## config.mk

```make
export PLATFORM = sky130hd
export DESIGN_NAME = instr_word_loader
export DESIGN_NICKNAME = d
export VERILOG_FILES = /design/src/rtl/mips_isa_pkg.sv /design/src/rtl/instr_word_loader_encoder.sv /design/src/rtl/instr_word_loader.sv
export SDC_FILE = /design/constraint.sdc
export NUM_CORES = 1
export LEC_CHECK = 0
export CORE_AREA = 3 3 81 99
export CTS_CLUSTER_DIAMETER = 50
export CTS_CLUSTER_SIZE = 10
export DETAILED_ROUTE_END_ITERATION = 16
export DIE_AREA = 0 0 84 102
export DONT_BUFFER_PORTS = 1
export PLACE_DENSITY = 0.67
export SYNTH_ARGS = -nofsm -noshare
export SYNTH_HDL_FRONTEND = slang
export SYNTH_SLANG_ARGS = --single-unit
```

## constraint.sdc

```tcl
create_clock -name clk -period 4.7 [get_ports clk]
set_input_delay 0.235 -clock clk [delete_from_list [all_inputs] [get_ports clk]]
set_output_delay 0.235 -clock clk [all_outputs]
set_load 0.02 [all_outputs]
```

## src/rtl/mips_isa_pkg.sv

```systemverilog
// mips_isa_pkg: shared MIPS format codes, field widths, opcodes and loader states
package mips_isa_pkg;
  localparam logic [1:0] FMT_R   = 2'b00;
  localparam logic [1:0] FMT_I   = 2'b01;
  localparam logic [1:0] FMT_J   = 2'b10;
  localparam logic [1:0] FMT_ILL = 2'b11;
  localparam int OP_W    = 6;
  localparam int REG_W   = 5;
  localparam int SHAMT_W = 5;
  localparam int FUNC_W  = 6;
  localparam int IMM_W   = 16;
  localparam int JADDR_W = 26;
  localparam logic [5:0] OP_RTYPE = 6'h00;
  localparam logic [5:0] OP_J     = 6'h02;
  localparam logic [5:0] OP_JAL   = 6'h03;
  localparam logic [5:0] OP_BEQ   = 6'h04;
  localparam logic [5:0] OP_ADDI  = 6'h08;
  localparam logic [5:0] OP_LW    = 6'h23;
  localparam logic [5:0] OP_SW    = 6'h2b;
  localparam logic [5:0] FUNC_ADD = 6'h20;
  localparam logic [5:0] FUNC_SUB = 6'h22;
  typedef enum logic [1:0] {S_IDLE, S_LOAD, S_DONE} ld_state_t;
endpackage

```

## src/rtl/instr_word_loader_encoder.sv

```systemverilog
// instr_encoder: packs decoded fields into an R/I/J instruction word
module instr_encoder
  import mips_isa_pkg::*;
(
  input  logic [1:0]         fmt,
  input  logic [OP_W-1:0]    opcode,
  input  logic [REG_W-1:0]   rs,
  input  logic [REG_W-1:0]   rt,
  input  logic [REG_W-1:0]   rd,
  input  logic [SHAMT_W-1:0] shamt,
  input  logic [FUNC_W-1:0]  func,
  input  logic [IMM_W-1:0]   imm,
  input  logic [JADDR_W-1:0] jaddr,
  output logic [31:0]        word,
  output logic               illegal
);
  always_comb begin
    word = fmt == FMT_R ? {opcode, rs, rt, rd, shamt, func} :
           fmt == FMT_I ? {opcode, rs, rt, imm} :
           fmt == FMT_J ? {opcode, jaddr} : 32'h0;
    illegal = fmt == FMT_ILL;
  end
endmodule

```

## src/rtl/instr_word_loader.sv

```systemverilog
// instr_word_loader: encodes field bundles and streams them into instruction memory
module instr_word_loader
  import mips_isa_pkg::*;
#(
  parameter int ADDR_W    = 10,
  parameter int BASE_ADDR = 0
) (
  input  logic              clk,
  input  logic              rst,
  input  logic              start,
  input  logic              in_valid,
  output logic              in_ready,
  input  logic [1:0]        in_fmt,
  input  logic [5:0]        in_opcode,
  input  logic [4:0]        in_rs,
  input  logic [4:0]        in_rt,
  input  logic [4:0]        in_rd,
  input  logic [4:0]        in_shamt,
  input  logic [5:0]        in_func,
  input  logic [15:0]       in_imm,
  input  logic [25:0]       in_jaddr,
  input  logic              in_last,
  output logic              mem_we,
  output logic [ADDR_W-1:0] mem_addr,
  output logic [31:0]       mem_wdata,
  output logic              busy,
  output logic              done,
  output logic [ADDR_W:0]   count,
  output logic              err
);
  ld_state_t state, state_n;
  logic [ADDR_W-1:0] ptr;
  logic [31:0] word;
  logic illegal, acc, full_next;
  instr_encoder u_enc (
    .fmt(in_fmt), .opcode(in_opcode), .rs(in_rs), .rt(in_rt), .rd(in_rd),
    .shamt(in_shamt), .func(in_func), .imm(in_imm), .jaddr(in_jaddr),
    .word(word), .illegal(illegal)
  );
  always_ff @(posedge clk or posedge rst)
    if (rst) state <= S_IDLE;
    else state <= state_n;
  // the capacity limit ends the session on the accept that fills the last word
  always_comb begin
    in_ready  = state == S_LOAD;
    busy      = state == S_LOAD;
    done      = state == S_DONE;
    acc       = in_valid && in_ready;
    full_next = !illegal && count == {1'b0, {ADDR_W{1'b1}}};
    state_n   = state;
    if (state != S_LOAD && start) state_n = S_LOAD;
    else if (acc && (in_last || full_next)) state_n = S_DONE;
  end
  always_ff @(posedge clk or posedge rst)
    if (rst) begin
      mem_we    <= 1'b0;
      mem_addr  <= '0;
      mem_wdata <= '0;
      ptr       <= '0;
      count     <= '0;
      err       <= 1'b0;
    end else begin
      mem_we <= acc && !illegal;
      if (state != S_LOAD && start) begin
        ptr   <= ADDR_W'(BASE_ADDR);
        count <= '0;
        err   <= 1'b0;
      end else if (acc && illegal) begin
        err <= 1'b1;
      end else if (acc) begin
        mem_addr  <= ptr;
        mem_wdata <= word;
        ptr       <= ptr + 1'b1;
        count     <= count + 1'b1;
      end
    end
endmodule

```

==> reports/results.txt <==
Post-CTS Repair Setup Buffers: 0
Part of the power in the clock network: 22.9%
Die area: 0.008568 mm2
Initial Utilization: 44.50%
Footprint of the multi-input gates: 0.001405 mm2
Transition time at the pin with the least slew margin: 1095 ps
Total power per unit cell area: 548.5 mW/mm2
Die extent in x: 84 um
Combined area of all synthesized cells: 0.003199 mm2
Buffers plus inverters on the worst setup path: 1
CTS Buf Count: 9
Final layout net count: 426
Launch point of the worst reg-to-reg path: state[1]$_DFFE_PP0P_
Residual DRC: 0
Internal Pwr Total: 0.001071 W
Root Driver: clkbuf_8
Upper clock frequency limit: 352.9 MHz
Final setup violation count: 0
Fraction of layout cells with a size suffix above 1: 7.184%
Routed vias: 2538
Setup repair after global routing missed its margin: no
Final-layout setup total negative slack: 0 ps
Period utilization: 60.29%
Antenna Cells: 0
Critical path launch point type: register
Worst Path Required: 4880 ps
Cell chain of the critical path: and3b_1 > nand2_2 > inv_1 > o21ai_0
Worst slew margin relative to its limit: 26.88%
Min setup slack post-route: 1866 ps
CTS tree: done
Shortest clock period the worst path allows after layout: 2834 ps
Post-synthesis sequential element count: 67
Clock latency on the worst-skew pair: 340 ps
Most common cell in the synthesized netlist: nand2_1
Endpoint with the worst hold slack: mem_wdata[27]$_DFFE_PP0P_
PostCTS Resize Cnt: 0
DRT antenna net count: 0
Area growth from synthesis to final layout: 7.118%
Type of the worst setup path: reg2reg
Distinct cell type count after synthesis: 40
Port Buffers: 0
Number of hold violations in the final report: 0
Placeable Area: 0.007189 mm2
Mean instance size in the synthesized netlist: 9.141 um2
Cts-stage hold buffer count: 2
Largest net degree at the start of global routing: 68
Part of the total power dissipated in combinational logic: 18.9%
Top flip-flop cell by instance count after synthesis: dfrtp_1
Hold-critical path depth: 2
Clock slew at the register clock pins of the worst setup and hold paths: 80 ps
Top cells by area in the synthesized netlist: dfrtp_1, nand2_1, mux2i_1, o21ai_0, a21oi_1
Total length of routed wires: 7.891 mm
Wire length of the first global-routing pass: 12.67 mm
CP endpoint kind: register
Number of nets produced by synthesis: 433
Asr flop ratio synth: 100.0%
Number of antenna violations at the first check in global routing: 0
Largest area contributor in the synthesized netlist: dfrtp_1
Number of synthesized flops with an enable pin: 0
Area share of the largest cell type after synthesis: 52.41%
Via count of the first global-routing pass: 2507
Net switching component of the power: 0.0008084 W
Peak supply drop: 0.3207 mV
Standard-cell rows: 34
Htree depth: 3
Number of filler instances in the final layout: 690
Number of iterations in the first detailed-routing pass: 4
Final total power: 0.001880 W
Post-synthesis cell count: 350
Type of the worst min-delay path: in2reg
Boundary Pins: 139
Routability Congestion: 0.8148
Clock sink total: 67
Pre-CTS setup slack: 1841 ps
Register Area: 0.001677 mm2
Switching share of power: 43.01%
Largest delay contributor family on the critical path: simple AND/OR/NAND/NOR gates
Commonest cells in the synthesized netlist: nand2_1, dfrtp_1, nor2_1, o21ai_0, a21oi_1
Final core occ: 47.67%
Static leakage: 1.531 nW
YS warnings: 0
Number of buffers on the longest clock path: 2
Chip height: 102 um
Number of DRC violations after detailed-routing iteration 0: 121
Reg2reg path depth: 4
Ratio of routed vias to standard cells: 5.795
Count of max-cap constraint violations: 0
Outcome: finished, final reports clean
Critical register-to-register path endpoint: ptr[1]$_DFFE_PP0P_
Sequential share of the synthesized area: 52.41%
Average wire length per cell after detail routing: 18.02 um
Aggregate global-route resource usage: 18.54%
Part of the power in registers: 58.2%
Hold Startpoint: in_opcode[1]
Maximum fanout along the worst path: 61
Half-perimeter wire length after placement: 5.619 mm
Number of max-slew violations in the final report: 0
CP peak stage delay: 830 ps
Critical Path AT: 3020 ps
Flop-to-flop setup slack: 1870 ps
Final clock skew: 12.62 ps
Master of the slowest instance on the critical path: inv_1
Remaining global-route overflow: 0
cell type report:
class / instances / area share (%)
Sequential cell: 67 / 48.92
Multi-Input combinational cell: 255 / 41.00
Clock buffer: 10 / 4.016
Tap cell: 90 / 3.286
Clock inverter: 6 / 1.205
Timing Repair Buffer: 3 / 0.8032
Inverter: 7 / 0.7667
flip-flops by register name, indices dropped and copies added (netlist names):
| register | cells |
|---|---|
| count | 11 |
| err | 1 |
| mem_addr | 10 |
| mem_wdata | 32 |
| mem_we | 1 |
| ptr | 10 |
| state | 2 |
power groups by stage:
stage | registers, W | logic [W] | clock network [W]
floorplan | 0.00105 | 0.000315 | 0
global placement | 0.00110 | 0.000344 | 0
detailed placement | 0.00111 | 0.000363 | 0
CTS | 0.00110 | 0.000363 | 0.000439
global route | 0.00112 | 0.000417 | 0.000463
finish | 0.00109 | 0.000356 | 0.000430
placed cells by master, fill, tap and decap left out, drive strengths merged, types with 7 or more instances in the layout:
cell    netlist  final
nand2        80     80
dfrtp        67     67
nor2         29     29
o21ai        29     29
a21oi        28     28
mux2i        16     16
nand3        11     11
clkbuf       13     10
or3           8      8
inv           7      7
through the flow:
| stage | cells | area (um2) | hold slack [ps] |
|---|---|---|---|
| floorplan | 350 | 3199 | 340.4 |
| global placement | 420 | 3228 | 342.2 |
| finish | 438 | 3427 | 14.67 |
| detailed placement | 420 | 3228 | 348.6 |
| global route | 438 | 3427 | 11.24 |
| CTS | 438 | 3427 | 4.227 |
worst max path at each step:
stage,startpoint,endpoint,slack [ps],cells past startpoint
finish,state[1]$_DFFE_PP0P_,ptr[1]$_DFFE_PP0P_,1870,4
global route,state[0]$_DFFE_PP0P_,ptr[1]$_DFFE_PP0P_,1490,4
CTS,state[1]$_DFFE_PP0P_,ptr[1]$_DFFE_PP0P_,1820,4
detailed placement,state[1]$_DFFE_PP0P_,ptr[1]$_DFFE_PP0P_,1840,4
global placement,state[1]$_DFFE_PP0P_,count[1]$_DFFE_PP0P_,1940,4
floorplan,count[0]$_DFFE_PP0P_,state[0]$_DFFE_PP0P_,2770,5
per-layer routing:
| metal | vias up | track usage (%) | share of wire, % |
|---|---|---|---|
| met5 | - | 0 | 0 |
| met4 | 0 | 7.426 | 1.9 |
| met3 | 13 | 4.677 | 8.2 |
| met2 | 131 | 31.48 | 50 |
| met1 | 1187 | 22.84 | 40 |
| li1 | 1207 | - | - |
kinds of logic after synthesis:
logic type      after synthesis  share of synthesized area, %
flops                        67                         52.41
fa+ha+maj                     2                        0.7820
buf+inv                      28                         3.755
simple gates                148                         21.28
xor+xnor                      3                        0.8214
mux                          16                         5.006
compound gates               86                         15.96
(Power assumes the default switching activity.)
